### src/rtl/sal_cmd_arbiter.sv
// ---------------------------------------------------------------------------
// sal_cmd_arbiter
//
// Per-channel DRAM command scheduler. Each cycle it picks at most one command
// from NUM_BANKS per-bank controllers plus the refresh controller. It enforces
// the inter-bank timing windows (tRRD, tCCD, tWTR, tRTW, tRFC) and drives
// one-hot grants with ba/ra/ca to the command encoder, which registers them.
//
// Ports
//   clk       clock
//   rst       asynchronous reset, active-high
//   act_req   per-bank ACT request, held until bank_gnt
//   rd_req    per-bank RD request
//   wr_req    per-bank WR request
//   pre_req   per-bank PRE request
//   ra_in     row address per bank, bank b at [b*RA_W +: RA_W]
//   ca_in     column address per bank, bank b at [b*CA_W +: CA_W]
//   ref_req   refresh request (all banks already precharged by requester)
//   bank_gnt  one-hot bank granted this cycle (zero on REF or idle)
//   ref_gnt   REF granted
//   act_gnt   ACT granted
//   rd_gnt    RD granted
//   wr_gnt    WR granted
//   pre_gnt   PRE granted
//   ba        granted bank, 0 when no bank grant
//   ra        row address of the granted bank on ACT, else 0
//   ca        column address of the granted bank on RD/WR, else 0
// ---------------------------------------------------------------------------
module sal_cmd_arbiter #(
    parameter int NUM_BANKS = 8,
    parameter int BA_W      = 3,
    parameter int RA_W      = 16,
    parameter int CA_W      = 11,
    parameter int CNT_W     = 8,
    parameter int T_RRD     = 4,
    parameter int T_CCD     = 4,
    parameter int T_WTR     = 12,
    parameter int T_RTW     = 8,
    parameter int T_RFC     = 88
) (
    input  logic                      clk,
    input  logic                      rst,
    input  logic [NUM_BANKS-1:0]      act_req,
    input  logic [NUM_BANKS-1:0]      rd_req,
    input  logic [NUM_BANKS-1:0]      wr_req,
    input  logic [NUM_BANKS-1:0]      pre_req,
    input  logic [NUM_BANKS*RA_W-1:0] ra_in,
    input  logic [NUM_BANKS*CA_W-1:0] ca_in,
    input  logic                      ref_req,
    output logic [NUM_BANKS-1:0]      bank_gnt,
    output logic                      ref_gnt,
    output logic                      act_gnt,
    output logic                      rd_gnt,
    output logic                      wr_gnt,
    output logic                      pre_gnt,
    output logic [BA_W-1:0]           ba,
    output logic [RA_W-1:0]           ra,
    output logic [CA_W-1:0]           ca
);

    typedef enum logic [2:0] {
        CMD_NONE,
        CMD_REF,
        CMD_RD,
        CMD_WR,
        CMD_ACT,
        CMD_PRE
    } cmd_e;

    typedef struct packed {
        logic            hit;
        logic [BA_W-1:0] idx;
    } pick_t;

    // A command at cycle c makes the constrained command legal again at c+T,
    // so the counter is loaded with T-1 and must reach zero first.
    localparam logic [CNT_W-1:0] LD_RRD = CNT_W'(T_RRD - 1);
    localparam logic [CNT_W-1:0] LD_CCD = CNT_W'(T_CCD - 1);
    localparam logic [CNT_W-1:0] LD_WTR = CNT_W'(T_WTR - 1);
    localparam logic [CNT_W-1:0] LD_RTW = CNT_W'(T_RTW - 1);
    localparam logic [CNT_W-1:0] LD_RFC = CNT_W'(T_RFC - 1);

    // Round-robin pick: first set bit at ptr, ptr+1, ... (mod NUM_BANKS).
    // Scanning from the far end lets the nearest candidate overwrite the rest;
    // the BA_W-bit sum wraps on its own because NUM_BANKS is a power of two.
    function automatic pick_t rr_pick(input logic [NUM_BANKS-1:0] elig,
                                      input logic [BA_W-1:0]      ptr);
        pick_t           p;
        logic [BA_W-1:0] b;
        p = '0;
        for (int i = NUM_BANKS - 1; i >= 0; i--) begin
            b = ptr + BA_W'(i);
            if (elig[b]) begin
                p.hit = 1'b1;
                p.idx = b;
            end
        end
        return p;
    endfunction

    function automatic logic [CNT_W-1:0] dec_sat(input logic [CNT_W-1:0] c);
        return (c == '0) ? c : c - CNT_W'(1);
    endfunction

    logic [CNT_W-1:0] c_rrd, c_ccd, c_wtr, c_rtw, c_rfc;
    logic [BA_W-1:0]  rr_ptr;

    logic             rd_ok, wr_ok, act_ok;
    logic [NUM_BANKS-1:0] cas_bank, act_bank, pre_bank, cas_elig, act_elig;
    pick_t            cas_pick, act_pick, pre_pick;
    cmd_e             cmd;
    logic [BA_W-1:0]  sel;
    logic             bank_cmd;

    assign rd_ok  = (c_ccd == '0) && (c_wtr == '0);
    assign wr_ok  = (c_ccd == '0) && (c_rtw == '0);
    assign act_ok = (c_rrd == '0);

    // Each bank competes only in its highest requested class, even when that
    // class is currently timing-blocked; RD beats WR inside the same bank.
    assign cas_bank = rd_req | wr_req;
    assign act_bank = act_req & ~cas_bank;
    assign pre_bank = pre_req & ~act_req & ~cas_bank;

    assign cas_elig = (rd_req & {NUM_BANKS{rd_ok}})
                    | (wr_req & ~rd_req & {NUM_BANKS{wr_ok}});
    assign act_elig = act_bank & {NUM_BANKS{act_ok}};

    assign cas_pick = rr_pick(cas_elig, rr_ptr);
    assign act_pick = rr_pick(act_elig, rr_ptr);
    assign pre_pick = rr_pick(pre_bank, rr_ptr);

    // NOTE: every signal written here gets a default first, so no path through
    // the block can leave it unassigned and infer a latch.
    always_comb begin
        cmd = CMD_NONE;
        sel = '0;
        // Nothing issues during tRFC. A pending refresh with tRFC expired wins
        // outright; a blocked class falls through to the next lower one.
        if (!rst && (c_rfc == '0)) begin
            if (ref_req) begin
                cmd = CMD_REF;
            end else if (cas_pick.hit) begin
                sel = cas_pick.idx;
                cmd = rd_req[cas_pick.idx] ? CMD_RD : CMD_WR;
            end else if (act_pick.hit) begin
                sel = act_pick.idx;
                cmd = CMD_ACT;
            end else if (pre_pick.hit) begin
                sel = pre_pick.idx;
                cmd = CMD_PRE;
            end
        end
    end

    // A refresh also holds off everything while tRFC is still running; that
    // case already lands in CMD_NONE above because c_rfc is nonzero.

    assign ref_gnt  = (cmd == CMD_REF);
    assign act_gnt  = (cmd == CMD_ACT);
    assign rd_gnt   = (cmd == CMD_RD);
    assign wr_gnt   = (cmd == CMD_WR);
    assign pre_gnt  = (cmd == CMD_PRE);
    assign bank_cmd = act_gnt | rd_gnt | wr_gnt | pre_gnt;

    assign bank_gnt = bank_cmd ? (NUM_BANKS'(1) << sel) : '0;
    assign ba       = bank_cmd ? sel : '0;
    assign ra       = act_gnt ? ra_in[int'(sel)*RA_W +: RA_W] : '0;
    assign ca       = (rd_gnt | wr_gnt) ? ca_in[int'(sel)*CA_W +: CA_W] : '0;

    // NOTE: state registers use non-blocking assignments so every flop samples
    // the pre-edge value of the others, independent of statement order.
    always_ff @(posedge clk or posedge rst) begin
        if (rst) begin
            c_rrd  <= '0;
            c_ccd  <= '0;
            c_wtr  <= '0;
            c_rtw  <= '0;
            c_rfc  <= '0;
            rr_ptr <= '0;
        end else begin
            c_rrd <= act_gnt           ? LD_RRD : dec_sat(c_rrd);
            c_ccd <= (rd_gnt | wr_gnt) ? LD_CCD : dec_sat(c_ccd);
            c_wtr <= wr_gnt            ? LD_WTR : dec_sat(c_wtr);
            c_rtw <= rd_gnt            ? LD_RTW : dec_sat(c_rtw);
            c_rfc <= ref_gnt           ? LD_RFC : dec_sat(c_rfc);
            if (bank_cmd) begin
                rr_ptr <= sel + BA_W'(1);
            end
        end
    end

endmodule

### config.mk
export PLATFORM = sky130hd
export DESIGN_NAME = sal_cmd_arbiter
export DESIGN_NICKNAME = d
export VERILOG_FILES = /design/src/rtl/sal_cmd_arbiter.sv
export SDC_FILE = /design/constraint.sdc
export NUM_CORES = 1
export LEC_CHECK = 0
export ABC_AREA = 1
export ABC_CLOCK_PERIOD_IN_PS = 6100
export CAP_MARGIN = 20
export CORE_MARGIN = 2
export CORE_UTILIZATION = 35
export DETAILED_ROUTE_END_ITERATION = 8
export GPL_TIMING_DRIVEN = 0
export PLACE_DENSITY = 0.76
export SETUP_SLACK_MARGIN = 0.2
export SLEW_MARGIN = 0
export SYNTH_ARGS = -nofsm -noshare
export SYNTH_HDL_FRONTEND = slang
export SYNTH_SLANG_ARGS = --single-unit
### constraint.sdc
create_clock -name clk -period 6.1 [get_ports clk]
set_input_delay 0.61 -clock clk [delete_from_list [all_inputs] [get_ports clk]]
set_output_delay 0.61 -clock clk [all_outputs]
set_load 0.01 [all_outputs]
==> run_results.csv <==
group,metric,value,unit
sta,fmax,177,MHz
logic_synthesis,yosysUniqueCellTypes,35,
clocking,cts_num_sinks,43,
logic_synthesis,yosys.area.top_type_share,25.6,%
global_routing,grt.overflow.total,0,
sta,fin_skew,10.1,ps
floorplan,dieArea,22800,um2
global_routing,grt_pass1_wl,49.6,mm
clocking,htreeDepth,2,
logic_synthesis,synthTopCellsByArea,"nand2_1, nand3_1, inv_1",
logic_synthesis,synth-seq-cells,43,
logic_synthesis,synth_common_cells,"nand2_1, inv_1, nand3_1",
routing,drtAntennaViolNets,0,
logic_synthesis,ys.flop_type,"dfrtp_1",
clocking,clockBufferDepth,2,
sta,post-route-min-period,5640,ps
routing,vias_per_cell,4.91,
routing,drt-initial-drc-count,742,
run,cap_violations,0,
clocking,cts_hold_buf,0,
pwr,leakage,6.32,nW
sta,tightest_slew,900,ps
critical_path,cp-start-kind,"flip-flop",
sta,period_share,92.5,%
global_routing,grt_max_degree,44,
floorplan,die_w,151,um
routing,wl_per_cell,16.1,um
sta,hold_viol,0,
global_routing,grt_use_total,28.3,%
cells_and_area,nets,2051,
cells_and_area,areaGrowthSynthToFinish,46.9,%
floorplan,start_util,35.8,%
critical_path,cp.arrival,5030,ps
clocking,root_buffer,"clkbuf_16",
global_routing,antenna_found_initial,0,
sta,relSlewSlack,39.9,%
routing,drcViolationCount,0,
logic_synthesis,syn_nets,1751,
sta,maxSlewViolCount,0,
logic_synthesis,async_reset_ff_share,100,%
placed_design,gp_congestion,1.06,
status,outcome,"completed",
pwr,p_per_area,103,nW/um2
cells_and_area,postLayoutCoreUtil,52.6,%
placed_design,portBuffers,293,
logic_synthesis,synth_area_leader_cell,"nand2_1",
logic_synthesis,synthCells,1484,
clocking,cts_setup_buffers,0,
logic_synthesis,synth_most_common_cell,"nand2_1",
sta,rsz0062_at_grt,"true",
routing,firstDrtPassIters,5,
cells_and_area,num-fill-cells,2212,
sta,tns,0,ps
sta,setup_viol,0,
min_path,hp-class,"flip-flop to flip-flop",
critical_path,critPathCaptureType,"output port",
routing,via_count,10100,
cells_and_area,drive_gt1_share,6.44,%
routing,wl,33.1,mm
global_routing,first_global_vias,9357,
floorplan,pin_count,294,
logic_synthesis,yosysWarnings,0,
clocking,clkTransAtPathRegs,60,ps
critical_path,cp_max_fo,10,
clocking,clock_latency,290,ps
floorplan,core.rowCount,53,
pwr,vdd_ir_drop_max,0.0000937,V
critical_path,required,5490,ps
logic_synthesis,synth-edff-count,0,
placed_design,dp_hpwl,27.3,mm
floorplan,core_area,21100,um2
clocking,cts_made_buffers,5,
floorplan,die_h,151,um
clocking,cts_tree,"built",
logic_synthesis,yosysSeqAreaShare,14.3,%
logic_synthesis,synth_area,7550,um2
critical_path,path_class,"flip-flop to output port",
logic_synthesis,synth_area_per_cell,5.09,um2
-- metal layers --
layer,vias up,track usage (%),share of wire (%)
li1,5096,-,-
met1,4560,36.5,42
met2,421,49.4,49
met3,51,4.22,7.5
met4,0,7.71,2.1
met5,-,0,0
-- power breakdown --
group          internal (mW)  switching, mW  total [mW]
Combinational          0.261          0.282       0.543
Sequential             0.286       0.000907       0.287
Clock                  0.194          0.117       0.311
-- worst max-delay path, cell delays in order, from the launching register on --
cell	delay, ps
dfrtp_1	390
buf_2	180
inv_1	100
buf_2	220
buf_4	230
ha_1	240
buf_2	180
inv_1	80
buf_2	250
o21ai_1	150
nand3_1	140
nand2_2	100
nor2_1	90
nor3b_2	220
nand3_4	190
nand3_2	170
nand3_4	140
buf_6	180
buf_2	220
nand2_1	90
nand3_1	200
nand3_1	130
nand2_1	70
nor2_2	170
clkdlybuf4s50_1	580
-- cell usage in the layout (no fill, tap or decap), types with 7 or more instances in the layout --
| cell type | instances |
|---|---|
| a21oi_1 | 35 |
| buf_2 | 28 |
| buf_4 | 8 |
| buf_6 | 9 |
| clkbuf_1 | 7 |
| clkdlybuf4s50_1 | 291 |
| dfrtp_1 | 43 |
| ha_1 | 16 |
| inv_1 | 311 |
| inv_2 | 11 |
| nand2_1 | 515 |
| nand2_2 | 11 |
| nand3_1 | 244 |
| nand4_1 | 8 |
| nor2_1 | 98 |
| nor2_2 | 8 |
| nor3_1 | 15 |
| o211ai_1 | 7 |
| o21ai_0 | 27 |
| o21ai_1 | 19 |
| xnor2_1 | 12 |
| xor2_1 | 14 |
-- metrics by stage --
stage | cell area, um2 | instances | total power, mW | hold slack [ps] | setup slack, ps
final | 11100 | 2063 | 1.14 | 496 | 458
after global routing | 11100 | 2060 | 1.23 | 520 | 175
after CTS | 11000 | 2060 | 1.14 | 500 | 230
after detailed placement | 10800 | 2052 | 0.820 | 484 | 81.8
after global placement | 10800 | 2052 | 0.817 | 485 | 107
after floorplan | 7550 | 1484 | 0.581 | 466 | 1840
-- what timing repair did --
action | 4_1_cts | 5_1_grt
setup endpoints to repair | 36 | 33
resized for setup | 5 | 34
pin swaps | 0 | 0
-- area by class of cell --
type	instances	area (um2)	share of cell area (%)
plain buffers	64	403	3.63
inverters	323	1210	11.0
flip-flops and latches	43	1080	9.70
diodes	3	7.51	0.0677
clock buffers	5	125	1.13
clock inverters	3	46.3	0.417
multi-input cells	1054	4940	44.5
well taps	275	344	3.10
repair buffers	293	2940	26.5
-- logic make-up after synthesis --
| group | count (synthesis) | share of synthesized area (%) |
|---|---|---|
| adder cells (fa/ha/maj) | 16 | 2.65 |
| AND/OR/NAND/NOR | 914 | 51.8 |
| flip-flops | 43 | 14.3 |
| XOR/XNOR | 29 | 3.66 |
| buffers and inverters | 387 | 20.9 |
| AO/OA/AOI/OAI | 95 | 6.71 |
-- state kept, by name, summed over array words and instances, names as in the netlist --
| signal | count |
|---|---|
| c_rtw | 8 |
| c_ccd | 8 |
| c_rrd | 8 |
| rr_ptr | 3 |
| c_rfc | 8 |
| c_wtr | 8 |
-- path summary, 6_finish.rpt --
| check | startpoint | endpoint | slack (ps) | cells after the start |
|---|---|---|---|---|
| setup reg to reg | rr_ptr[1] | rr_ptr[2] | 1830 | 23 |
| hold reg to reg | c_ccd[5] | c_ccd[5] | 500 | 1 |
| setup / recovery | rr_ptr[1] | ra[12] | 460 | 24 |
| max in group asynchronous | rst | c_wtr[6] | 4660 | 2 |
| min in group asynchronous | rst | c_rfc[7] | 880 | 2 |
| hold / removal | c_ccd[5] | c_ccd[5] | 500 | 1 |
Power figures use the tool's default switching activity.
